### src/rtl/machine_pkg.sv
// ---------------------------------------------------------------------------
// machine_pkg
// Shared definitions for the machine: RAM geometry constants and the
// encoding of the RAM owner, used both as the arbiter FSM state and as the
// read-tag value that routes returning data.
// ---------------------------------------------------------------------------
package machine_pkg;

   localparam int unsigned RAM_ADDR_W  = 8;
   localparam int unsigned RAM_DATA_W  = 8;
   // Wide enough for the largest legal burst limit (15).
   localparam int unsigned BURST_CNT_W = 4;

   typedef enum logic [1:0] {
      OWN_NONE = 2'd0,
      OWN_CPU  = 2'd1,
      OWN_DBG  = 2'd2
   } ram_owner_e;

endpackage

### src/rtl/arb_burst_cnt.sv
// ---------------------------------------------------------------------------
// arb_burst_cnt
// Saturating count of consecutive grants to the current RAM owner.
//   clk, reset : clock, asynchronous active-low reset
//   clear      : return to 0 (no access this cycle)
//   load1      : restart at 1 (ownership changed)
//   inc        : one more grant to the same owner, saturating at MAX
//   limit      : count has reached MAX
// Priority when several controls are high: clear, then load1, then inc.
// ---------------------------------------------------------------------------
module arb_burst_cnt #(
   parameter int unsigned CNT_W = 4,
   parameter int unsigned MAX   = 4
) (
   input  logic clk,
   input  logic reset,
   input  logic clear,
   input  logic load1,
   input  logic inc,
   output logic limit
);

   localparam logic [CNT_W-1:0] CNT_MAX = CNT_W'(MAX);

   logic [CNT_W-1:0] cnt_q;

   // NOTE: sequential state is written with non-blocking assignments so every
   // register samples the pre-edge values regardless of statement order.
   always_ff @(posedge clk or negedge reset) begin
      if (!reset) begin
         cnt_q <= '0;
      end else if (clear) begin
         cnt_q <= '0;
      end else if (load1) begin
         cnt_q <= CNT_W'(1);
      end else if (inc && (cnt_q != CNT_MAX)) begin
         cnt_q <= cnt_q + 1'b1;
      end
   end

   // Saturating at MAX (not at the counter width) keeps limit asserted for a
   // long solo burst, so a newly arriving master is served immediately.
   assign limit = (cnt_q == CNT_MAX);

endmodule

### src/rtl/ram_arbiter.sv
// ---------------------------------------------------------------------------
// ram_arbiter
// Shares the single-port RAM between the CPU and the debug/loader port.
// One request is granted per cycle (combinational *_gnt), the RAM command is
// registered one cycle later, and read data returns to the issuing master two
// cycles after the grant, routed by a 2-entry tag shift register.
//   clk, reset                   : clock, asynchronous active-low reset
//   cpu_* / dbg_* req,we,addr,wdata : master commands, held until granted
//   cpu_gnt / dbg_gnt            : request accepted this cycle
//   cpu_rvalid/rdata, dbg_rvalid/rdata : read return (rdata 0 when not valid)
//   ram_addr, ram_wdata, ram_we  : registered RAM command
//   ram_rdata                    : RAM data, one cycle after ram_addr
//   owner                        : owner of the last issued access
// Build option: RAM_ARB_RR_EN selects round-robin on contention instead of
// CPU priority with the MAX_BURST override.
// ---------------------------------------------------------------------------
module ram_arbiter
   import machine_pkg::*;
#(
   parameter int unsigned ADDR_W    = RAM_ADDR_W,
   parameter int unsigned DATA_W    = RAM_DATA_W,
   parameter int unsigned MAX_BURST = 4
) (
   input  logic              clk,
   input  logic              reset,
   input  logic              cpu_req,
   input  logic              dbg_req,
   input  logic              cpu_we,
   input  logic              dbg_we,
   input  logic [ADDR_W-1:0] cpu_addr,
   input  logic [ADDR_W-1:0] dbg_addr,
   input  logic [DATA_W-1:0] cpu_wdata,
   input  logic [DATA_W-1:0] dbg_wdata,
   output logic              cpu_gnt,
   output logic              dbg_gnt,
   output logic              cpu_rvalid,
   output logic              dbg_rvalid,
   output logic [DATA_W-1:0] cpu_rdata,
   output logic [DATA_W-1:0] dbg_rdata,
   output logic [ADDR_W-1:0] ram_addr,
   output logic [DATA_W-1:0] ram_wdata,
   output logic              ram_we,
   input  logic [DATA_W-1:0] ram_rdata,
   output logic [1:0]        owner
);

   // OWN_NONE doubles as the IDLE state.
   ram_owner_e state_q, state_d;
   ram_owner_e tag0_q, tag1_q;
   logic       cnt_clear, cnt_load1, cnt_inc, cnt_limit;
   logic              sel_we;
   logic [ADDR_W-1:0] sel_addr;
   logic [DATA_W-1:0] sel_wdata;

   arb_burst_cnt #(
      .CNT_W (BURST_CNT_W),
      .MAX   (MAX_BURST)
   ) u_burst_cnt (
      .clk   (clk),
      .reset (reset),
      .clear (cnt_clear),
      .load1 (cnt_load1),
      .inc   (cnt_inc),
      .limit (cnt_limit)
   );

   // NOTE: every signal driven here gets a default first, so no path through
   // the block can leave one unassigned and infer a latch.
   always_comb begin
      state_d   = OWN_NONE;
      cpu_gnt   = 1'b0;
      dbg_gnt   = 1'b0;
      cnt_clear = 1'b0;
      cnt_load1 = 1'b0;
      cnt_inc   = 1'b0;

      if (cpu_req && dbg_req) begin
`ifdef RAM_ARB_RR_EN
         state_d = (state_q == OWN_CPU) ? OWN_DBG : OWN_CPU;
`else
         state_d = (state_q == OWN_CPU && cnt_limit) ? OWN_DBG : OWN_CPU;
`endif
      end else if (cpu_req) begin
         state_d = OWN_CPU;
      end else if (dbg_req) begin
         state_d = OWN_DBG;
      end

      // Grants are combinational, so they must be suppressed while the
      // asynchronous reset is held.
      if (!reset) begin
         state_d = OWN_NONE;
      end

      cpu_gnt = (state_d == OWN_CPU);
      dbg_gnt = (state_d == OWN_DBG);

      if (state_d == OWN_NONE) begin
         cnt_clear = 1'b1;
      end else if (state_d == state_q) begin
         cnt_inc   = 1'b1;
      end else begin
         cnt_load1 = 1'b1;
      end
   end

   assign sel_we    = (state_d == OWN_DBG) ? dbg_we    : cpu_we;
   assign sel_addr  = (state_d == OWN_DBG) ? dbg_addr  : cpu_addr;
   assign sel_wdata = (state_d == OWN_DBG) ? dbg_wdata : cpu_wdata;

   always_ff @(posedge clk or negedge reset) begin
      if (!reset) begin
         state_q <= OWN_NONE;
      end else begin
         state_q <= state_d;
      end
   end

   // RAM command registers and read-tag pipeline. Tags are cleared by reset
   // so reads granted before reset never return data.
   always_ff @(posedge clk or negedge reset) begin
      if (!reset) begin
         ram_addr  <= '0;
         ram_wdata <= '0;
         ram_we    <= 1'b0;
         tag0_q    <= OWN_NONE;
         tag1_q    <= OWN_NONE;
      end else begin
         ram_we <= (state_d != OWN_NONE) && sel_we;
         if (state_d != OWN_NONE) begin
            ram_addr <= sel_addr;
            if (sel_we) begin
               ram_wdata <= sel_wdata;
            end
         end
         tag0_q <= (state_d != OWN_NONE && !sel_we) ? state_d : OWN_NONE;
         tag1_q <= tag0_q;
      end
   end

   assign cpu_rvalid = (tag1_q == OWN_CPU);
   assign dbg_rvalid = (tag1_q == OWN_DBG);
   assign cpu_rdata  = cpu_rvalid ? ram_rdata : '0;
   assign dbg_rdata  = dbg_rvalid ? ram_rdata : '0;
   assign owner      = state_q;

endmodule

### config.mk
export PLATFORM = sky130hd
export DESIGN_NAME = ram_arbiter
export DESIGN_NICKNAME = d
export VERILOG_FILES = /design/src/rtl/machine_pkg.sv /design/src/rtl/arb_burst_cnt.sv /design/src/rtl/ram_arbiter.sv
export SDC_FILE = /design/constraint.sdc
export NUM_CORES = 1
export LEC_CHECK = 0
export ABC_AREA = 1
export CORE_ASPECT_RATIO = 0.7
export CORE_UTILIZATION = 37
export CTS_CLUSTER_SIZE = 10
export DETAILED_ROUTE_END_ITERATION = 6
export PLACE_DENSITY = 0.79
export SLEW_MARGIN = 20
export SYNTH_ARGS = -nofsm -noshare
export SYNTH_HDL_FRONTEND = slang
export SYNTH_SLANG_ARGS = --single-unit
### constraint.sdc
create_clock -name clk -period 2.2 [get_ports clk]
set_input_delay 0.44 -clock clk [delete_from_list [all_inputs] [get_ports clk]]
set_output_delay 0.44 -clock clk [all_outputs]
set_load 0.02 [all_outputs]
==> results of run 1 <==
==> layer usage <==
metal / up-vias / GRT usage [%] / routed length [um] / part of all wire [%]
met2: 65 / 34.5 / 1670 / 45
met3: 5 / 10.0 / 475 / 13
met1: 689 / 20.2 / 1570 / 42
li1: 788 / - / - / -
met4: 0 / 4.81 / 30 / 0.80
met5: - / 0 / 0 / 0
==> repair_timing <==
| action | CTS | global route |
|---|---|---|
| gates resized for setup | 2 | 13 |
| setup endpoints to repair | 2 | 12 |
| pin swaps | 0 | 1 |
| buffers inserted | 0 | 3 |
==> cells in the mapped netlist (all sizes together) <==
cell	count	area share, %
nand2	86	24
nor2	30	8.3
dfrtp	27	47
inv	25	6.5
a31oi	8	3.5
nand3	5	1.7
a21oi	4	3.0
buf	3	1.2
xor2	3	1.8
ha	2	1.7
nand4	2	0.87
clkbuf	1	0.26
nor3	1	0.35
==> registers in the layout (all words and copies together) (netlist names) <==
| name | count |
|---|---|
| ram_we | 1 |
| u_burst_cnt.cnt_q | 4 |
| ram_wdata | 8 |
| ram_addr | 8 |
| tag1_q | 2 |
| owner | 2 |
| tag0_q | 2 |
==> layout by cell type (no fill, tap or decap), drive strengths merged <==
master and count:
nand2 86, clkdlybuf4s50 72, nor2 30, dfrtp 27, inv 25, buf 12
dlymetal6s2s 10, a31oi 8, nand3 5, clkbuf 4, a21oi 4, xor2 3
nand4 2, ha 2, nor3 1, clkinvlp 1, clkdlybuf4s15 1
==> cells by family (layout without fill, tap and decap cells) <==
family	count (synthesis)	in the layout	synth area share, %
AO/OA/AOI/OAI	12	12	6.43
AND/OR/NAND/NOR	124	124	35.1
flip-flops	27	27	46.9
buffers and inverters	29	125	7.99
XOR/XNOR	3	3	1.82
adder cells (fa/ha/maj)	2	2	1.74
==> cell type report <==
class	count	area, um2	share of cell area [%]
repair buffers	96	951	38.3
flip-flops and latches	27	676	27.2
multi-input cells	141	649	26.2
inverters	25	93.8	3.78
well taps	50	62.6	2.52
clock buffers	3	41.3	1.66
clock inverters	1	7.51	0.303
==> path summary, 6_finish.rpt <==
path | endpoint | start
worst max-delay path | cpu_rdata[2] | ram_rdata[2]
worst min-delay path | tag1_q[1] | tag0_q[1]
worst max register to register | ram_wdata[5] | u_burst_cnt.cnt_q[1]
worst min register to register | tag1_q[1] | tag0_q[1]
max in group asynchronous | ram_we | reset
min in group asynchronous | ram_addr[3] | reset
==> power by group through the flow <==
stage                     clock, mW  combinational (mW)  sequential (mW)
final                         0.279               0.454            0.585
after global routing          0.310               0.499            0.592
after CTS                     0.291               0.455            0.586
after detailed placement          0               0.454            0.595
after global placement            0               0.450            0.593
after floorplan                   0               0.132            0.660
==> per-stage QoR <==
| step | setup TNS [ns] | instance area (um2) | total power, mW | hold slack, ns |
|---|---|---|---|---|
| floorplan | 0 | 1440 | 0.792 | 0.144 |
| global placement | -0.0397 | 2390 | 1.04 | 0.333 |
| detailed placement | -0.0456 | 2390 | 1.05 | 0.340 |
| CTS | 0 | 2440 | 1.33 | 0.360 |
| global route | -0.0191 | 2480 | 1.40 | 0.370 |
| finish | 0 | 2480 | 1.32 | 0.356 |
==> worst max-delay path: cells and delay by family <==
kind,cells,cell delay [ns]
AND/OR/NAND/NOR,1,0.10
buffers and inverters,3,1.14
==> metrics, run 1 <==
DRT Wirelength 3740 um; Clk Latency, worst-skew pair 0.27 ns; CP Data Arrival Time 1.68 ns; Core Util, Final 68.4%; vias in the first global route 1363; DP Worst Slack -0.0456 ns; cell chain of the critical path clkdlybuf4s50_1 -> inv_1 -> nor2_1 -> clkdlybuf4s50_1; Fillers 314; ANT nets after route 0; die height 54.2 um; final setup fails 0; DRC errors left 0; syn_area_per_cell 7.31 um2; first-pass GRT wire length 5960 um; CTS Buf Count 3; IO Pins 85; Hold Path Class reg2reg; count of non-filler cells in the finished layout 343; fmax 0.471 GHz; post-synth cell types 18; sequential power share 44.4%; 1st-iter DRT viols 35; gpl congestion 0.805; Hold Vio Cnt, Final 0; Reg2Reg Depth 11; Clock transition at path regs 0.08 ns; slew margin rel. 77.1%; Switching Power 403 uW; share of layout cells above drive strength 1 8.87%; Root Buffer clkbuf_8; status finished, final reports clean; First-pass DRT Iterations 4; Detail Placement HPWL 2970 um; Final Max Slew Viols 0; Area growth syn-to-layout 72.3%; Pint 915 uW; r2r setup slk 0.31 ns; Starting Density 39.7%; Critical Path Sink Type output port; CTS tree built; Pwr Density 531 mW/mm2; Ys Warns 0; Rows 18; # H-tree levels 1; Vias/cell 4.51; Clk pwr share 21.2%; die width 76.6 um; largest net degree at the start of global routing 28; CP max-delay cell clkdlybuf4s50_1; Tcrit/Tclk final 96.5%; CP max FO 2; Setup Skew 0.00693 ns; Inst Count DP 336; clock buffer depth 2; Mapped Cells 197; Sw Ratio 30.6%; Tot GR Track Use 19.1%; CORE AREA 0.00363 mm2; number of synthesized register bits 27; Worst path most repeated cell clkdlybuf4s50_1; Worst setup SP type primary input; layout net count 342; clk sinks 27; worst ir drop on vdd 0.380 mV; min Tclk post-route 2.12 ns; critical path class in2out; routed wire length per instance 10.9 um; Post-Syn Area 0.00144 mm2; slowest stage delay, CP 0.61 ns; combinational power share 34.5%; port buffer count 84; Leak 1.40 nW; worst hold stages 0; area of the die 0.00415 mm2; Mapped Nets 245; Worst Path Required 1.76 ns; via count 1547; Antenna Cells 0; setup ws final 0.0764 ns; post-synthesis sequential area ratio 46.9%; hold_buf cts 0; Max Cap Viol 0; initial antenna violation count 0; pin slew with the least headroom to its limit 0.344 ns; Remaining Overflow, GRT 0
Power figures use the tool's default switching activity.
==> run 2, diff against run 1 <==
CORE_ASPECT_RATIO = not set   (was 0.7)
SLEW_MARGIN = not set   (was 20)
==> metrics, run 2 (same netlist as run 1, synthesis figures left out) <==
commonest non-fill, non-tap cells in the layout 80 x nand2_1, 77 x clkdlybuf4s50_1, 29 x nor2_1; DRC errors left 0; Tot GR Track Use 18.4%; Root Buffer clkbuf_8; IO Pins 85; Pwr Total 1.32 mW; CP endpoint cpu_rdata[2]; die height 64.4 um; status finished, final reports clean; gpl congestion 0.855; DRT Wirelength 3560 um; hold path start tag0_q[1]; # H-tree levels 1; FF-to-FF Start u_burst_cnt.cnt_q[1]; vias in the first global route 1390; Tcrit/Tclk final 95.3%; die width 64.4 um; largest net degree at the start of global routing 28; Critical Path Sink Type output port; Inst Count DP 334; layout net count 342; ANT nets after route 0; CP max-delay cell clkdlybuf4s50_1; crit path launch ram_rdata[2]; Hold Path Class reg2reg; clock buffer depth 2; Leak 1.32 nW; critical path class in2out; Max Cap Viol 0; routed wire length per instance 10.5 um; Hold Vio Cnt, Final 0; Clock transition at path regs 0.09 ns; pin slew with the least headroom to its limit 0.340 ns; Reg2Reg Depth 12; first-pass GRT wire length 5920 um; Area growth syn-to-layout 70.9%; biggest regs ram_addr (8), ram_wdata (8), u_burst_cnt.cnt_q (4); Core Util, Final 66.7%; fmax 0.477 GHz; Pwr Density 535 mW/mm2; Clk Latency, worst-skew pair 0.27 ns; CORE AREA 0.00369 mm2; CP max FO 2; count of non-filler cells in the finished layout 341; commonest non-fill, non-tap cell in the layout nand2_1; First-pass DRT Iterations 4; Antenna Cells 0; Worst Path Required 1.76 ns; CP Data Arrival Time 1.66 ns; CTS tree built; RSZ-0062 raised after global routing no; share of layout cells above drive strength 1 8.53%; r2r setup slk 0.34 ns; final setup fails 0; 1st-iter DRT viols 47; initial antenna violation count 0; slowest stage delay, CP 0.61 ns; via count 1501; Vias/cell 4.40; area of the die 0.00415 mm2; Rows 22; cell chain of the critical path clkdlybuf4s50_1 -> inv_1 -> nor2_1 -> clkdlybuf4s50_1; CTS Buf Count 3; worst ir drop on vdd 0.387 mV; clk sinks 27; Remaining Overflow, GRT 0; min Tclk post-route 2.10 ns; Detail Placement HPWL 2830 um; Setup Skew 0.00451 ns; Worst path most repeated cell clkdlybuf4s50_1; Worst setup SP type primary input; slew margin rel. 77.3%; Starting Density 39.0%; Final Max Slew Viols 0; reg2reg end ram_wdata[3]; port buffer count 84
-- run 2: changes by cell type in the layout (fill, tap and decap cells not counted), sizes merged --
cell / change
dlygate4sd2: +1
clkdlybuf4s50: +5
dlymetal6s2s: -5
clkdlybuf4s15: -1
clkbuf: +1
clkinvlp: -1
-- run 2: critical path: cells and delay by family --
family        cells  cell delay [ns]
simple gates      1             0.10
buf+inv           3             1.11
-- run 2: final cells by class --
cell class	instances	area (um2)
multi-input combinational	141	649
fill	350	1230
sequential	27	676
timing repair buffer	96	937
inverter	25	93.8
tap	48	60.1
clock buffer	4	45.0
-- run 2: worst min-delay path by stage --
| stage | slack (ns) | cells after the start | to |
|---|---|---|---|
| after floorplan | 0.14 | 0 | owner[0] |
| after global placement | 0.33 | 0 | tag1_q[1] |
| after detailed placement | 0.34 | 0 | tag1_q[1] |
| after CTS | 0.36 | 0 | tag1_q[1] |
| after global routing | 0.37 | 0 | tag1_q[0] |
| final | 0.36 | 0 | tag1_q[1] |
-- run 2: per-layer routing --
metal | global-route usage, % | vias to the layer above | wire length, um
met4 | 4.44 | 0 | 18
met1 | 20.4 | 658 | 1490
met2 | 34.1 | 54 | 1760
met3 | 5.54 | 2 | 303
li1 | - | 787 | -
met5 | 0 | - | 0
-- run 2: power breakdown --
| group | leakage, nW | internal (mW) | switching (mW) |
|---|---|---|---|
| clock | 0.0228 | 0.130 | 0.151 |
| sequential | 0.338 | 0.554 | 0.0308 |
| combinational | 0.955 | 0.232 | 0.219 |
| total | 1.32 | 0.916 | 0.401 |
-- run 2: stage by stage --
stage | instance area, um2 | TNS [ns] | setup WS (ns) | hold slack, ns
2_1_floorplan | 1440 | 0 | 0.532 | 0.144
3_3_place_gp | 2390 | -0.0678 | -0.0608 | 0.334
3_5_place_dp | 2390 | -0.116 | -0.0808 | 0.336
4_1_cts | 2430 | 0 | 0.0738 | 0.356
5_1_grt | 2460 | 0 | 0.000766 | 0.371
6_report | 2460 | 0 | 0.104 | 0.356
-- run 2: what timing repair did --
action / 4_1_cts / 5_1_grt
setup buffers: 0 / 3
setup endpoints to repair: 2 / 7
pin swaps: 0 / 1
resized for setup: 2 / 7
hold buffers: 0 / 0
==> run 3, diff against run 2 <==
CORE_MARGIN = 2   (was not set)
==> metrics, run 3 (same netlist as run 1, synthesis figures left out) <==
status finished, final reports clean; largest net degree at the start of global routing 18; Inst Count DP 335; Antenna Cells 0; Core Util, Final 67.7%; Setup Skew 0.00453 ns; first-pass GRT wire length 6180 um; Worst Path Required 1.76 ns; Clk Latency, worst-skew pair 0.27 ns; critical path class in2out; Area growth syn-to-layout 73.3%; worst ir drop on vdd 0.387 mV; count of non-filler cells in the finished layout 343; routed wire length per instance 10.9 um; DRC errors left 0; final setup fails 0; DRT Wirelength 3730 um; CORE AREA 0.00369 mm2; Clock transition at path regs 0.10 ns; Rows 22; Hold Vio Cnt, Final 0; Starting Density 39.0%; CTS Buf Count 3; die height 66.4 um; layout net count 344; Hold Path Class reg2reg; met3 wire length 339 um; CTS tree built; ANT nets after route 0; commonest non-fill, non-tap cell in the layout nand2_1; min Tclk post-route 2.08 ns; vias in the first global route 1390; Leak 1.43 nW; Final Max Slew Viols 0; met2 WL 1940 um; Worst setup SP type primary input; slew margin rel. 82.1%; CP max FO 2; area of the die 0.00441 mm2; Root Buffer clkbuf_8; RSZ-0062 raised after global routing no; worst hold stages 0; Top Layer Used met4; Max Cap Viol 0; biggest regs ram_addr (8), ram_wdata (8), u_burst_cnt.cnt_q (4); via count 1541; Tcrit/Tclk final 94.8%; die width 66.4 um; fmax 0.480 GHz; 1st-iter DRT viols 38; pin slew with the least headroom to its limit 0.267 ns; CP Data Arrival Time 1.64 ns; Tot GR Track Use 18.1%; Remaining Overflow, GRT 0; port buffer count 84; # H-tree levels 1; initial antenna violation count 0; M1 WL 1420 um; Detail Placement HPWL 2990 um; Critical Path Sink Type output port; gpl congestion 0.784; IO Pins 85; share of layout cells above drive strength 1 9.49%; Vias/cell 4.49; commonest non-fill, non-tap cells in the layout 80 x nand2_1, 71 x clkdlybuf4s50_1, 29 x nor2_1; clock buffer depth 2; Reg2Reg Depth 12; First-pass DRT Iterations 4; Pwr Density 532 mW/mm2; clk sinks 27; hold_buf cts 0
==> run 3: cell count changes in the layout (fill, tap and decap cells not counted) <==
cell / before / now
clkbuf_1: 1 / 0
dlygate4sd2_1: 1 / 0
clkinvlp_4: 0 / 1
buf_4: 12 / 14
clkdlybuf4s15_1: 0 / 1
dlymetal6s2s_1: 5 / 11
clkdlybuf4s50_1: 77 / 71
==> run 3: final timing paths <==
kind                                      start                   end  slack, ns
hold / removal                        tag0_q[0]             tag1_q[0]       0.36
hold reg to reg                       tag0_q[0]             tag1_q[0]       0.36
min in group asynchronous                 reset  u_burst_cnt.cnt_q[2]       0.55
setup / recovery                   ram_rdata[2]          cpu_rdata[2]       0.12
max in group asynchronous                 reset  u_burst_cnt.cnt_q[0]       1.43
setup reg to reg           u_burst_cnt.cnt_q[1]          ram_wdata[6]       0.43
==> run 3: critical path, stage by stage <==
cell and delay, ns:
clkdlybuf4s50_1 0.45, inv_1 0.05, nor2_1 0.10, clkdlybuf4s50_1 0.61
==> run 3: report_power, final <==
part           leakage (nW)  switching, mW  internal (mW)
clock network        0.0217          0.160          0.129
registers             0.338         0.0322          0.554
logic                  1.07          0.219          0.234
total                  1.43          0.411          0.916
==> run 3: cell type report <==
cell class	count	area (um2)
tap	48	60.1
fill	325	1190
clock buffer	3	41.3
clock inverter	1	7.51
multi-input combinational	141	649
sequential	27	676
inverter	25	93.8
timing repair buffer	98	968
==> run 3: repair_timing <==
action	4_1_cts	5_1_grt
setup buffers	0	4
gates resized for setup	2	14
pin swaps	0	1
setup endpoints to repair	2	13
==> run 3: per-stage QoR <==
step / TNS [ns] / hold WS [ns] / total power, mW / setup slack, ns / cell area [um2]
after floorplan: 0 / 0.144 / 0.792 / 0.532 / 1440
after global placement: -0.108 / 0.334 / 1.04 / -0.0838 / 2390
after detailed placement: -0.122 / 0.338 / 1.05 / -0.0991 / 2390
after CTS: 0 / 0.360 / 1.34 / 0.0337 / 2440
after global routing: 0 / 0.369 / 1.40 / 0.0142 / 2500
final: 0 / 0.359 / 1.33 / 0.115 / 2500
==> run 3: routing by layer <==
| layer | vias up | track usage, % |
|---|---|---|
| li1 | 788 | - |
| met1 | 689 | 20.4 |
| met2 | 60 | 33.3 |
| met3 | 4 | 4.77 |
| met4 | 0 | 4.59 |
| met5 | - | 0 |
